[src/rtl/proc_mem_arb_package.sv]
// Shared types and constants for the processor memory arbiter.
package proc_mem_arb_package;

  localparam int unsigned ADDR_W_DEF = 8;
  localparam int unsigned DATA_W_DEF = 16;
  localparam int unsigned CNT_W      = 8;

  typedef enum logic [1:0] {
    ST_IDLE,
    ST_SERVE_IF,
    ST_SERVE_DM,
    ST_DONE
  } state_e;

  typedef enum logic {
    OWN_IF,
    OWN_DM
  } owner_e;

endpackage

[src/rtl/proc_mem_arbiter_if.sv]
// Bundle of requester (fetch/data) and memory-side signals around the arbiter.
interface proc_mem_arbiter_if
  import proc_mem_arb_package::*;
#(
  parameter int unsigned ADDR_W = ADDR_W_DEF,
  parameter int unsigned DATA_W = DATA_W_DEF
);

  logic              if_req;
  logic [ADDR_W-1:0] if_addr;
  logic              if_done;
  logic              if_err;
  logic [DATA_W-1:0] if_rdata;

  logic              dm_req;
  logic              dm_we;
  logic [ADDR_W-1:0] dm_addr;
  logic [DATA_W-1:0] dm_wdata;
  logic              dm_done;
  logic              dm_err;
  logic [DATA_W-1:0] dm_rdata;

  logic              mem_req;
  logic              mem_we;
  logic [ADDR_W-1:0] mem_addr;
  logic [DATA_W-1:0] mem_wdata;
  logic              mem_ack;
  logic [DATA_W-1:0] mem_rdata;

  logic              busy;

  // Arbiter view
  modport slave (
    input  if_req, if_addr, dm_req, dm_we, dm_addr, dm_wdata, mem_ack, mem_rdata,
    output if_done, if_err, if_rdata, dm_done, dm_err, dm_rdata,
    output mem_req, mem_we, mem_addr, mem_wdata, busy
  );

  // Environment view (requesters plus memory model)
  modport master (
    output if_req, if_addr, dm_req, dm_we, dm_addr, dm_wdata, mem_ack, mem_rdata,
    input  if_done, if_err, if_rdata, dm_done, dm_err, dm_rdata,
    input  mem_req, mem_we, mem_addr, mem_wdata, busy
  );

endinterface

[src/rtl/proc_mem_arb_timer.sv]
// Memory wait counter; expired_c flags the cycle in which the count reaches TIMEOUT.
module proc_mem_arb_timer
  import proc_mem_arb_package::*;
#(
  parameter int unsigned TIMEOUT = 15
) (
  input  logic clk,
  input  logic rst,
  input  logic clr,
  input  logic en,
  output logic expired_c
);

  logic [CNT_W-1:0] cnt_q;
  logic [CNT_W-1:0] cnt_d;

  always_comb begin
    cnt_d = cnt_q;
    if (clr) begin
      cnt_d = '0;
    end else if (en) begin
      cnt_d = cnt_q + CNT_W'(1);
    end
  end

  // Fires while counting the final cycle, so the abort lands on the TIMEOUT-th wait cycle
  assign expired_c = en && (cnt_q == CNT_W'(TIMEOUT - 1));

  always_ff @(posedge clk) begin
    if (rst) begin
      cnt_q <= '0;
    end else begin
      cnt_q <= cnt_d;
    end
  end

endmodule

[src/rtl/proc_mem_arbiter.sv]
// Round-robin arbiter sharing one single-port memory between fetch and data requesters.
module proc_mem_arbiter
  import proc_mem_arb_package::*;
#(
  parameter int unsigned ADDR_W  = ADDR_W_DEF,
  parameter int unsigned DATA_W  = DATA_W_DEF,
  parameter int unsigned TIMEOUT = 15
) (
  input  logic clk,
  input  logic rst,
  proc_mem_arbiter_if.slave bus
);

  state_e            state_q, state_d;
  owner_e            last_grant_q, last_grant_d;
  owner_e            owner_q, owner_d;
  logic              mem_req_q, mem_req_d;
  logic              mem_we_q, mem_we_d;
  logic [ADDR_W-1:0] mem_addr_q, mem_addr_d;
  logic [DATA_W-1:0] mem_wdata_q, mem_wdata_d;
  logic              if_done_q, if_done_d;
  logic              if_err_q, if_err_d;
  logic [DATA_W-1:0] if_rdata_q, if_rdata_d;
  logic              dm_done_q, dm_done_d;
  logic              dm_err_q, dm_err_d;
  logic [DATA_W-1:0] dm_rdata_q, dm_rdata_d;
  logic              busy_q, busy_d;

  logic grant_if_c;
  logic grant_dm_c;
  logic ack_c;
  logic tmr_clr_c;
  logic tmr_en_c;
  logic tmr_expired_c;

  // Contended requests go to whoever was not granted last
  assign grant_if_c = bus.if_req && (!bus.dm_req || (last_grant_q == OWN_DM));
  assign grant_dm_c = bus.dm_req && !grant_if_c;
  assign ack_c      = bus.mem_ack && mem_req_q;
  assign tmr_en_c   = mem_req_q && !bus.mem_ack;

  proc_mem_arb_timer #(
    .TIMEOUT (TIMEOUT)
  ) u_timer (
    .clk       (clk),
    .rst       (rst),
    .clr       (tmr_clr_c),
    .en        (tmr_en_c),
    .expired_c (tmr_expired_c)
  );

  always_comb begin
    state_d      = state_q;
    last_grant_d = last_grant_q;
    owner_d      = owner_q;
    mem_req_d    = mem_req_q;
    mem_we_d     = mem_we_q;
    mem_addr_d   = mem_addr_q;
    mem_wdata_d  = mem_wdata_q;
    if_done_d    = 1'b0;
    if_err_d     = 1'b0;
    if_rdata_d   = if_rdata_q;
    dm_done_d    = 1'b0;
    dm_err_d     = 1'b0;
    dm_rdata_d   = dm_rdata_q;
    tmr_clr_c    = 1'b0;

    unique case (state_q)
      ST_IDLE: begin
        if (grant_if_c) begin
          state_d      = ST_SERVE_IF;
          owner_d      = OWN_IF;
          last_grant_d = OWN_IF;
          mem_req_d    = 1'b1;
          mem_we_d     = 1'b0;
          mem_addr_d   = bus.if_addr;
          mem_wdata_d  = '0;
          tmr_clr_c    = 1'b1;
        end else if (grant_dm_c) begin
          state_d      = ST_SERVE_DM;
          owner_d      = OWN_DM;
          last_grant_d = OWN_DM;
          mem_req_d    = 1'b1;
          mem_we_d     = bus.dm_we;
          mem_addr_d   = bus.dm_addr;
          mem_wdata_d  = bus.dm_wdata;
          tmr_clr_c    = 1'b1;
        end
      end
      ST_SERVE_IF, ST_SERVE_DM: begin
        // An ack in the expiring cycle still completes normally
        if (ack_c) begin
          state_d   = ST_DONE;
          mem_req_d = 1'b0;
          if (owner_q == OWN_IF) begin
            if_done_d = 1'b1;
            if (!mem_we_q) if_rdata_d = bus.mem_rdata;
          end else begin
            dm_done_d = 1'b1;
            if (!mem_we_q) dm_rdata_d = bus.mem_rdata;
          end
        end else if (tmr_expired_c) begin
          state_d   = ST_DONE;
          mem_req_d = 1'b0;
          if (owner_q == OWN_IF) begin
            if_done_d = 1'b1;
            if_err_d  = 1'b1;
          end else begin
            dm_done_d = 1'b1;
            dm_err_d  = 1'b1;
          end
        end
      end
      ST_DONE: begin
        state_d = ST_IDLE;
      end
      default: begin
        state_d = ST_IDLE;
      end
    endcase

    busy_d = (state_d != ST_IDLE);
  end

  always_ff @(posedge clk) begin
    if (rst) begin
      state_q      <= ST_IDLE;
      last_grant_q <= OWN_DM;
      owner_q      <= OWN_IF;
      mem_req_q    <= 1'b0;
      mem_we_q     <= 1'b0;
      mem_addr_q   <= '0;
      mem_wdata_q  <= '0;
      if_done_q    <= 1'b0;
      if_err_q     <= 1'b0;
      if_rdata_q   <= '0;
      dm_done_q    <= 1'b0;
      dm_err_q     <= 1'b0;
      dm_rdata_q   <= '0;
      busy_q       <= 1'b0;
    end else begin
      state_q      <= state_d;
      last_grant_q <= last_grant_d;
      owner_q      <= owner_d;
      mem_req_q    <= mem_req_d;
      mem_we_q     <= mem_we_d;
      mem_addr_q   <= mem_addr_d;
      mem_wdata_q  <= mem_wdata_d;
      if_done_q    <= if_done_d;
      if_err_q     <= if_err_d;
      if_rdata_q   <= if_rdata_d;
      dm_done_q    <= dm_done_d;
      dm_err_q     <= dm_err_d;
      dm_rdata_q   <= dm_rdata_d;
      busy_q       <= busy_d;
    end
  end

  assign bus.mem_req   = mem_req_q;
  assign bus.mem_we    = mem_we_q;
  assign bus.mem_addr  = mem_addr_q;
  assign bus.mem_wdata = mem_wdata_q;
  assign bus.if_done   = if_done_q;
  assign bus.if_err    = if_err_q;
  assign bus.if_rdata  = if_rdata_q;
  assign bus.dm_done   = dm_done_q;
  assign bus.dm_err    = dm_err_q;
  assign bus.dm_rdata  = dm_rdata_q;
  assign bus.busy      = busy_q;

endmodule

[src/flat_wrapper.sv]
// flat-port wrapper written by rule: the top's interface ports become plain ports
module proc_mem_arbiter_flat import proc_mem_arb_package::*;
#(
  parameter int unsigned ADDR_W  = ADDR_W_DEF,
  parameter int unsigned DATA_W  = DATA_W_DEF,
  parameter int unsigned TIMEOUT = 15
)
  (clk, rst, bus_if_req, bus_if_addr, bus_dm_req, bus_dm_we, bus_dm_addr, bus_dm_wdata, bus_mem_ack, bus_mem_rdata, bus_if_done, bus_if_err, bus_if_rdata, bus_dm_done, bus_dm_err, bus_dm_rdata, bus_mem_req, bus_mem_we, bus_mem_addr, bus_mem_wdata, bus_busy);
  proc_mem_arbiter_if #(.ADDR_W(ADDR_W), .DATA_W(DATA_W)) bus_i ();
  input  logic clk;
  input  logic rst;
  input wire logic [$bits(bus_i.if_req)-1:0] bus_if_req;
  input wire logic [$bits(bus_i.if_addr)-1:0] bus_if_addr;
  input wire logic [$bits(bus_i.dm_req)-1:0] bus_dm_req;
  input wire logic [$bits(bus_i.dm_we)-1:0] bus_dm_we;
  input wire logic [$bits(bus_i.dm_addr)-1:0] bus_dm_addr;
  input wire logic [$bits(bus_i.dm_wdata)-1:0] bus_dm_wdata;
  input wire logic [$bits(bus_i.mem_ack)-1:0] bus_mem_ack;
  input wire logic [$bits(bus_i.mem_rdata)-1:0] bus_mem_rdata;
  output wire logic [$bits(bus_i.if_done)-1:0] bus_if_done;
  output wire logic [$bits(bus_i.if_err)-1:0] bus_if_err;
  output wire logic [$bits(bus_i.if_rdata)-1:0] bus_if_rdata;
  output wire logic [$bits(bus_i.dm_done)-1:0] bus_dm_done;
  output wire logic [$bits(bus_i.dm_err)-1:0] bus_dm_err;
  output wire logic [$bits(bus_i.dm_rdata)-1:0] bus_dm_rdata;
  output wire logic [$bits(bus_i.mem_req)-1:0] bus_mem_req;
  output wire logic [$bits(bus_i.mem_we)-1:0] bus_mem_we;
  output wire logic [$bits(bus_i.mem_addr)-1:0] bus_mem_addr;
  output wire logic [$bits(bus_i.mem_wdata)-1:0] bus_mem_wdata;
  output wire logic [$bits(bus_i.busy)-1:0] bus_busy;
  assign bus_i.if_req = bus_if_req;
  assign bus_i.if_addr = bus_if_addr;
  assign bus_i.dm_req = bus_dm_req;
  assign bus_i.dm_we = bus_dm_we;
  assign bus_i.dm_addr = bus_dm_addr;
  assign bus_i.dm_wdata = bus_dm_wdata;
  assign bus_i.mem_ack = bus_mem_ack;
  assign bus_i.mem_rdata = bus_mem_rdata;
  assign bus_if_done = bus_i.if_done;
  assign bus_if_err = bus_i.if_err;
  assign bus_if_rdata = bus_i.if_rdata;
  assign bus_dm_done = bus_i.dm_done;
  assign bus_dm_err = bus_i.dm_err;
  assign bus_dm_rdata = bus_i.dm_rdata;
  assign bus_mem_req = bus_i.mem_req;
  assign bus_mem_we = bus_i.mem_we;
  assign bus_mem_addr = bus_i.mem_addr;
  assign bus_mem_wdata = bus_i.mem_wdata;
  assign bus_busy = bus_i.busy;
  proc_mem_arbiter #(.ADDR_W(ADDR_W), .DATA_W(DATA_W), .TIMEOUT(TIMEOUT)) u_core (.clk(clk), .rst(rst), .bus(bus_i));
endmodule
[config.mk]
export PLATFORM = sky130hd
export DESIGN_NAME = proc_mem_arbiter_flat
export DESIGN_NICKNAME = d
export VERILOG_FILES = /design/src/rtl/proc_mem_arb_package.sv /design/src/rtl/proc_mem_arbiter_if.sv /design/src/rtl/proc_mem_arb_timer.sv /design/src/rtl/proc_mem_arbiter.sv /design/src/flat_wrapper.sv
export SDC_FILE = /design/constraint.sdc
export NUM_CORES = 1
export LEC_CHECK = 0
export BUFFER_PORTS_ARGS = -buffer_cell sky130_fd_sc_hd__buf_2
export CAP_MARGIN = 20
export CELL_PAD_IN_SITES_DETAIL_PLACEMENT = 0
export CELL_PAD_IN_SITES_GLOBAL_PLACEMENT = 1
export CORE_AREA = 8 8 113 84
export CTS_BUF_LIST = sky130_fd_sc_hd__clkbuf_4 sky130_fd_sc_hd__clkbuf_8
export CTS_CLUSTER_DIAMETER = 120
export DETAILED_ROUTE_END_ITERATION = 16
export DIE_AREA = 0 0 121 92
export GPL_TIMING_DRIVEN = 0
export PLACE_DENSITY_LB_ADDON = 0.12
export SETUP_SLACK_MARGIN = 0.5
export SYNTH_ARGS = -nofsm -noshare
export SYNTH_HDL_FRONTEND = slang
export SYNTH_HIERARCHICAL = 1
export SYNTH_SLANG_ARGS = --single-unit
[constraint.sdc]
create_clock -name clk -period 5.7 [get_ports clk]
set_clock_uncertainty 0.15 [all_clocks]
set_input_delay 0.57 -clock clk [delete_from_list [all_inputs] [get_ports clk]]
set_output_delay 0.57 -clock clk [all_outputs]
set_load 0.02 [all_outputs]
======== Yosys cells after proc, flatten, opt, wreduce, memory -nomap -nowiden ========
Cells that the tools add are included.
Widths: inputs -> output; s select.
word-level totals
  logic and storage cells ................. 72
  input port bits ......................... 54
  flip-flop bits (word level) ............. 75
operators by class
  add/subtract/negate cells ............... 1
  eq/ne operators ......................... 6
  muxes and demuxes ....................... 26
  bitwise operators ....................... 3
  reduce and logical (&&, ||, !) cells .... 21
operator list
  kind                 count
  $mux 16              2
  $mux 1               16
  $mux 8               2
  $add 8x1->8 const B  1
  $eq 8x4->1 const B   1
  $mux 2               4
  $reduce_and 4->1     2
  $ne 3x1->1 const B   2
  $pmux 2 s3           1
  $reduce_bool 2->1    3
  $reduce_or 2->1      3
  $logic_and 1x1->1    5
  $eq 2x2->1 const B   2
  $logic_not 1->1      3
  $not 1->1            3
  $reduce_and 3->1     1
  $reduce_or 3->1      1
  $eq 2x1->1 const B   1
  $logic_not 2->1      1
  $pmux 1 s2           1
  $reduce_and 2->1     1
  $logic_or 1x1->1     1

======== Logic depth before layout (Yosys ltp) ========
Gate-level depths: netlist (run 1).
  depth after elaboration ................. 9
  mapped depth ............................ 9

======== Hierarchy ========
The synthesis (run 1) kept the hierarchy.
modules (own cells, without submodules)
  module              area each (sq um)  sequential area each (sq um)  instances  cells an instance
  proc_mem_arbiter    2472.4             1341.3                        1          296
  proc_mem_arb_timer  380.4              160.2                         1          43

======== Worst setup path before layout (run 1) ========
OpenSTA, ideal clock, no wires.
  kind .................................... input to register
  start point ............................. input port bus_if_req
  end point ............................... register u_core.u_timer.cnt_q[1]
  path slack .............................. 3694 ps
  path buffers ............................ 2
  stages on the path ...................... 6
  library setup time ...................... 86 ps
  data required time ...................... 5464 ps
  arrival ................................. 1770 ps
  cells stage by stage .................... o21ai_2 > inv_1 > clkbuf_1 > or2_2 > clkbuf_1 > a211oi_1
on the way
  longest elaborated chain between the ends .. 7
RTL lines
  item                                RTL line                  source
  start: declaration                  flat_wrapper.sv:12        input wire logic [$bits(bus_i.if_req)-1:0] bus_if_req;
  $logic_and 1x1->1 *                 proc_mem_arbiter.sv:37    assign grant_if_c = bus.if_req && (!bus.dm_req || (last_grant_q == OWN_DM));
  $logic_not 1->1                     proc_mem_arbiter.sv:38    assign grant_dm_c = bus.dm_req && !grant_if_c;
  $logic_and 1x1->1                   proc_mem_arbiter.sv:38
  $mux 1                              proc_mem_arbiter.sv:79    end else if (grant_dm_c) begin
  $mux 1 *                            proc_mem_arbiter.sv:70    if (grant_if_c) begin
  $mux 1 *                            proc_mem_arbiter.sv:68    unique case (state_q)
  named net u_core.tmr_clr_c          proc_mem_arbiter.sv:32    logic tmr_clr_c;
  $reduce_or 2->1 (no source line) *  n/a
  end signal: assignment              proc_mem_arb_timer.sv:33  cnt_q <= cnt_d;
  end: declaration                    proc_mem_arb_timer.sv:14  logic [CNT_W-1:0] cnt_q;
The timed path passes the listed nets; every way through them passes the cells marked *.
A chain may end at the register's enable or synchronous reset.

======== Final worst setup path (run 1) ========
  start point ............................. register u_core.state_q[0]
  end point ............................... register u_core.u_timer.cnt_q[1]
on the way
  longest elaborated chain between the ends .. 3
RTL lines
  item                              RTL line                 source
  start: declaration                proc_mem_arbiter.sv:14   state_e state_q, state_d;
  start signal: assignment          proc_mem_arbiter.sv:142  state_q <= state_d;
  $logic_not 2->1                   proc_mem_arbiter.sv:68
  $mux 1                            proc_mem_arbiter.sv:68
  named net u_core.tmr_clr_c        proc_mem_arbiter.sv:32
  $reduce_or 2->1 (no source line)  n/a
The timed path passes the listed nets, and every way through them passes these cells.

==> results.sh, run 1 <==
export IMPL_post_dp_cell_area_mm2=0.00356
export IMPL_yosys_cell_types_count=35
export IMPL_crit_type="flip-flop to flip-flop"
export IMPL_synthSimpleGateAreaFrac_pct=23.5
export IMPL_cts_resized=0
export IMPL_place_gp_congestion=0.734
export IMPL_cp_required_ns=5.80
export IMPL_whs_ns=0.302
export IMPL_layout_drive_gt1_share_pct=31.5
export IMPL_drc=0
export IMPL_wl_per_cell_um=14.8
export IMPL_setup_violations=0
export IMPL_fmax_mhz=426
export IMPL_post_route_period_util_pct=41.2
export IMPL_p_leak_uw=0.00162
export IMPL_numCtsBuffers=9
export IMPL_synthMuxAreaShare_pct=0
export IMPL_clk_pin_slew_ns=0.08
export IMPL_fin_setup_tns_ns=0
export IMPL_grt_overflow=0
export IMPL_routed_wirelength_um=8440
export IMPL_relSlewSlack_pct=64.0
export IMPL_hold_depth=2
export IMPL_synth_compound_area_share_pct=16.9
export IMPL_hold_viol=0
export IMPL_finalCoreUtilization_pct=48.7
export IMPL_area_growth_pct=31.0
export IMPL_cts_sinks=75
export IMPL_grt_pass1_wl_um=13600
export IMPL_cts_root_buffer="clkbuf_8"
export IMPL_htreeDepth=3
export IMPL_synth_avg_cell_area_um2=8.42
export IMPL_ys_warn_count=6
export IMPL_routed_via_density=4.73
export IMPL_synthAdderAreaFrac_pct=1.32
export IMPL_clockBufferDepth=2
export IMPL_nNetsFinal=523
export IMPL_cp_end_kind="flip-flop"
export IMPL_diodes=0
export IMPL_ctsHoldBuffers=0
export IMPL_synth_top_family_by_area="simple AND/OR/NAND/NOR gates"
export IMPL_fillers=778
export IMPL_fin_area_mm2=0.00374
export IMPL_numPortBuffers=116
export IMPL_cts_setup_buffers=0
export IMPL_cts_tree="done"
export IMPL_die_area_mm2=0.0111
export IMPL_grt_pass1_vias=2721
export IMPL_max_cap_violations=0
export IMPL_die_w_um=121
export IMPL_crit_arrival_ns=2.45
export IMPL_cp_max_fo=10
export IMPL_cp_start_kind="flip-flop"
export IMPL_drv_slew=0
export IMPL_synth_xor_area_share_pct=1.23
export IMPL_die_h_um=92
export IMPL_ant_nets=0
export IMPL_first_pass_iters=4
export IMPL_vdd_drop_max_uv=127
export IMPL_start_util_pct=37.2
export IMPL_stdcell_count=571
export IMPL_std_cell_rows=27
export IMPL_netlist_instances=339
export IMPL_rsz0062_at_grt="false"
export IMPL_dp_cells=556
export IMPL_ios=117
export IMPL_period_minus_slack_ns=2.35
export IMPL_vias=2700
export IMPL_ys_seq_elements=75
export IMPL_synth_area_mm2=0.00285
export IMPL_hold_path_class="flip-flop to flip-flop"
export IMPL_grtUsageTotal_pct=14.9
export IMPL_core_area_mm2=0.00767
export IMPL_first_iter_violations=178
export IMPL_antenna_found_initial=0
export IMPL_p_per_area_mw_per_mm2=306
export IMPL_synth_seq_area_share_pct=52.6
export IMPL_clk_insertion_delay_late_ns=0.33
export IMPL_run_status="finished, final reports clean"
export IMPL_tightest_slew_ns=0.539
export IMPL_syn_nets=396
export IMPL_grt_start_max_net_pins=14
export IMPL_dp_hpwl_um=6380
export IMPL_worst_r2r_path_depth=8
layer usage:
layer	vias up	track usage [%]	share of wire (%)
met4	0	3.11	0.34
li1	1405	-	-
met1	1208	18.7	46
met5	-	0	0
met2	85	21.6	42
met3	2	8.82	12
synthesized netlist by cell type, drive strengths merged:
master,n,area share (%)
o21bai,1,0.26
o211ai,1,0.26
nand2,80,11
clkbuf,12,1.6
o21ai,7,1.4
nand2b,5,1.1
nor2,39,5.1
dfxtp,75,53
nand3b,1,0.26
ha,3,1.3
buf,9,2.2
or2,1,0.22
a311oi,9,2.8
xnor2,1,0.31
a22oi,17,4.5
nand3,11,1.9
nor3,5,1.4
nand4b,1,0.31
nor3b,1,0.26
a21oi,42,7.5
nor4,1,0.22
or3,5,1.1
a211oi,1,0.26
xor2,3,0.92
nand4,3,0.88
inv,5,0.66
metrics by stage:
step	worst slack, ns	power (uW)
floorplan	3.69	711
global placement	3.15	789
detailed placement	3.14	791
CTS	3.34	1160
global route	3.19	1200
finish	3.35	1140
path summary, 6_finish.rpt:
| check | from | slack [ns] | end |
|---|---|---|---|
| worst max-delay path | u_core/state_q[0] | 3.35 | u_core/u_timer/cnt_q[1] |
| worst min-delay path | u_core/bus.dm_rdata[3] | 0.30 | u_core/bus.dm_rdata[3] |
| worst max register to register | u_core/state_q[0] | 3.35 | u_core/u_timer/cnt_q[1] |
| worst min register to register | u_core/bus.dm_rdata[3] | 0.30 | u_core/bus.dm_rdata[3] |
power by group:
part / total (uW) / leakage, uW / switching [uW] / internal (uW)
Clock: 366 / 0.0000770 / 197 / 169
Sequential: 571 / 0.000609 / 17.4 / 553
Combinational: 206 / 0.000938 / 134 / 71.9
cell type report:
cell class                 instances  area [um^2]  share of cell area [%]
clock inverter                     5         38.8                    1.04
clock buffer                      10          138                    3.68
multi-input combinational        238         1220                    32.8
sequential                        75         1500                    40.2
tap                              101          126                    3.38
buffer                            21          109                    2.91
inverter                           5         18.8                   0.502
timing repair buffer             116          581                    15.5
flip-flops by register name, indices dropped and copies added (netlist names), 2 cells and up:
name	count
u_core/u_timer/cnt_q	8
u_core/bus.mem_addr	8
u_core/bus.dm_rdata	16
u_core/bus.mem_wdata	16
u_core/bus.if_rdata	16
u_core/state_q	2
cell usage in the layout (no fill, tap or decap), types with 2 or more instances in the layout:
cell type   count
xor2_1          3
a21oi_1        41
buf_6           2
clkbuf_1       11
a311oi_1        9
clkbuf_8       10
clkinvlp_4      4
nand4_1         2
inv_1           5
nand3_1        11
o21ai_0         6
nand2_1        79
dfxtp_1        75
buf_4           2
buf_2         121
or3_1           5
nor3_1          3
a22oi_1        17
ha_1            3
nand2b_1        5
nor2_1         39
worst max-delay path, stage by stage, from the launching register on:
cell,delay [ns]
dfxtp_1,0.35
inv_1,0.05
ha_1,0.28
o21ai_2,0.23
inv_1,0.10
clkbuf_1,0.27
or2_2,0.36
clkbuf_1,0.22
a211oi_1,0.26
cell families (layout without fill, tap and decap cells):
family	Yosys count	after routing
adders and majority gates	3	3
AOI/OAI and AO/OA	78	78
DFF	75	75
xor gates and xnor gates	4	4
buffers and inverters	26	157
and+or+nand+nor	153	153
No activity file was read; power rests on OpenSTA's default activity.
==> run 2, diff against run 1 <==
CORE_AREA = 8 8 117 87   (was 8 8 113 84)
DIE_AREA = 0 0 125 95   (was 0 0 121 92)
clock period = 2.26 ns   (was 5.7 ns; I/O delays follow)
==> run 2 against run 1 <==
Net effect: global-route usage is 0.58 points higher; combinational power increased to 3.4 times the previous value; non-clock buffer count increased by 56; largest cell class unchanged; sequential power rose to 2.5 times the previous value; final cell count rose by 11%; total power rose to 2.9 times the previous value; first-iteration DRC count is 5.1% lower; clock-buffer cell count unchanged; maximum frequency rose by 30%.
==> results.sh, run 2 (synthesis results as in run 1) <==
export IMPL_run_status="finished, final reports clean"
export IMPL_wl_per_cell_um=15.1
export IMPL_p_leak_uw=0.00198
export IMPL_layout_drive_gt1_share_pct=39.8
export IMPL_die_area_mm2=0.0119
export IMPL_std_cell_rows=28
export IMPL_path_delay_family="simple AND/OR/NAND/NOR gates"
export IMPL_drc=0
export IMPL_routed_via_density=4.79
export IMPL_period_minus_slack_ns=1.80
export IMPL_cp_max_fo=7
export IMPL_first_iter_violations=169
export IMPL_max_cap_violations=0
export IMPL_grt_overflow=0
export IMPL_cp_required_ns=2.33
export IMPL_min_to="u_core/bus.mem_addr[1]"
export IMPL_cts_sinks=75
export IMPL_die_h_um=95
export IMPL_tightest_slew_ns=0.640
export IMPL_numCtsBuffers=9
export IMPL_post_route_period_util_pct=79.7
export IMPL_fin_setup_tns_ns=0
export IMPL_r2r_end="u_core/bus.if_rdata[6]"
export IMPL_worst_path_buf_inv=3
export IMPL_ant_nets=0
export IMPL_clk_pin_slew_ns=0.08
export IMPL_whs_ns=0.0198
export IMPL_cpPeakStageDelay_ns=0.36
export IMPL_p_per_area_mw_per_mm2=716
export IMPL_hold_viol=0
export IMPL_vdd_drop_max_uv=318
export IMPL_seq_power_share_pct=43.9
export IMPL_diodes=0
export IMPL_crit_arrival_ns=1.87
export IMPL_crit_type="flip-flop to flip-flop"
export IMPL_pwr_share_comb_pct=21.4
export IMPL_internal_power_uw=2350
export IMPL_post_dp_cell_area_mm2=0.00359
export IMPL_finalPower_uw=3300
export IMPL_final_common_cell="buf_2"
export IMPL_r2r_start="u_core/state_q[0]"
export IMPL_antenna_found_initial=0
export IMPL_final_cell_mix="buf_2 (118), dfxtp_1 (72), nand2_1 (61)"
export IMPL_slowest_stage="dfxtp_2"
export IMPL_cp_end_kind="flip-flop"
export IMPL_worst_r2r_path_depth=8
export IMPL_routed_wirelength_um=9540
export IMPL_hold_path_class="primary input to flip-flop"
export IMPL_start_util_pct=34.5
export IMPL_grt_start_max_net_pins=14
export IMPL_p_sw_uw=948
export IMPL_ios=117
export IMPL_fin_area_mm2=0.00461
export IMPL_place_gp_congestion=0.742
export IMPL_relSlewSlack_pct=57.4
export IMPL_cts_tree="done"
export IMPL_rrSetupSlack_ns=0.46
export IMPL_crit_chain="inv_2, ha_4, nand2b_4, or3_4, buf_8, clkbuf_16, nand2_1, a21oi_1"
export IMPL_hold_depth=3
export IMPL_worst_path_stages=8
export IMPL_first_pass_iters=4
export IMPL_setup_violations=0
export IMPL_clock_power_share_pct=34.7
export IMPL_clk_insertion_delay_late_ns=0.34
export IMPL_core_area_mm2=0.00827
export IMPL_grt_pass1_wl_um=15100
export IMPL_nNetsFinal=579
export IMPL_grt_pass1_vias=3075
export IMPL_cp_start_kind="flip-flop"
export IMPL_dp_hpwl_um=6580
export IMPL_area_growth_pct=61.4
export IMPL_rsz0062_at_grt="true"
export IMPL_fmax_mhz=555
export IMPL_htreeDepth=3
export IMPL_clockBufferDepth=2
export IMPL_die_w_um=125
export IMPL_drv_slew=0
export IMPL_numPortBuffers=116
export IMPL_hp_start="bus_dm_addr[1]"
export IMPL_vias=3030
export IMPL_power_switching_share_pct=28.8
export IMPL_finalCoreUtilization_pct=55.7
export IMPL_grtUsageTotal_pct=15.5
export IMPL_cts_root_buffer="clkbuf_8"
-- run 2: cell count changes in the layout (fill, tap and decap cells not counted), sizes merged, moves of 2 or more --
cell	previous run	this run
dlygate4sd3	0	39
buf	125	141
clkinv	0	3
clkinvlp	4	1
bufinv	0	2
-- run 2: worst min-delay path, delay by kind of cell --
kind | cells | cell delay, ns
buffers and inverters | 1 | 0.10
AOI/OAI and AO/OA | 1 | 0.09
and+or+nand+nor | 1 | 0.05
-- run 2: power groups by stage --
stage / clock (uW) / combinational, uW / sequential (uW)
after floorplan: 0 / 267 / 1540
after global placement: 0 / 538 / 1470
after detailed placement: 0 / 544 / 1470
after CTS: 1170 / 669 / 1440
after global routing: 1250 / 769 / 1460
final: 1140 / 706 / 1450
-- run 2: area by class of cell --
class / instances / area, um^2
flip-flops and latches: 75 / 1510
clock inverters: 6 / 90.1
fillers: 767 / 3660
multi-input cells: 238 / 1430
repair buffers: 172 / 1150
clock buffers: 10 / 131
plain buffers: 21 / 156
inverters: 5 / 18.8
well taps: 105 / 131
-- run 2: timing repair --
action | 4_1_cts | 5_1_grt
setup endpoints to repair | 51 | 47
pin swaps | 4 | 22
setup buffers | 10 | 5
hold endpoints to repair | 55 | 0
gates cloned | 0 | 2
hold buffers | 39 | 0
resized for setup | 21 | 48
-- run 2: per-stage QoR --
step                setup slack [ns]  instances
detailed placement             0.172        560
global placement               0.195        560
floorplan                      0.480        339
global route                   0.416        632
CTS                            0.465        625
finish                         0.459        632
-- run 2: routing by layer --
layer,track usage (%),wire (um),vias up
met2,24.7,4190,112
met4,3.33,68,0
met5,0,0,-
li1,-,-,1520
met3,7.65,872,5
met1,18.7,4420,1393
-- run 2: how the worst max path moves through the flow --
stage | start | endpoint
2_1_floorplan | u_core/state_q[0] | u_core/u_timer/cnt_q[1]
3_3_place_gp | u_core/state_q[0] | u_core/u_timer/cnt_q[1]
3_5_place_dp | u_core/state_q[0] | u_core/u_timer/cnt_q[1]
4_1_cts | u_core/state_q[0] | u_core/bus.if_rdata[13]
5_1_grt | u_core/state_q[0] | u_core/bus.if_rdata[12]
6_report | u_core/state_q[0] | u_core/bus.if_rdata[6]
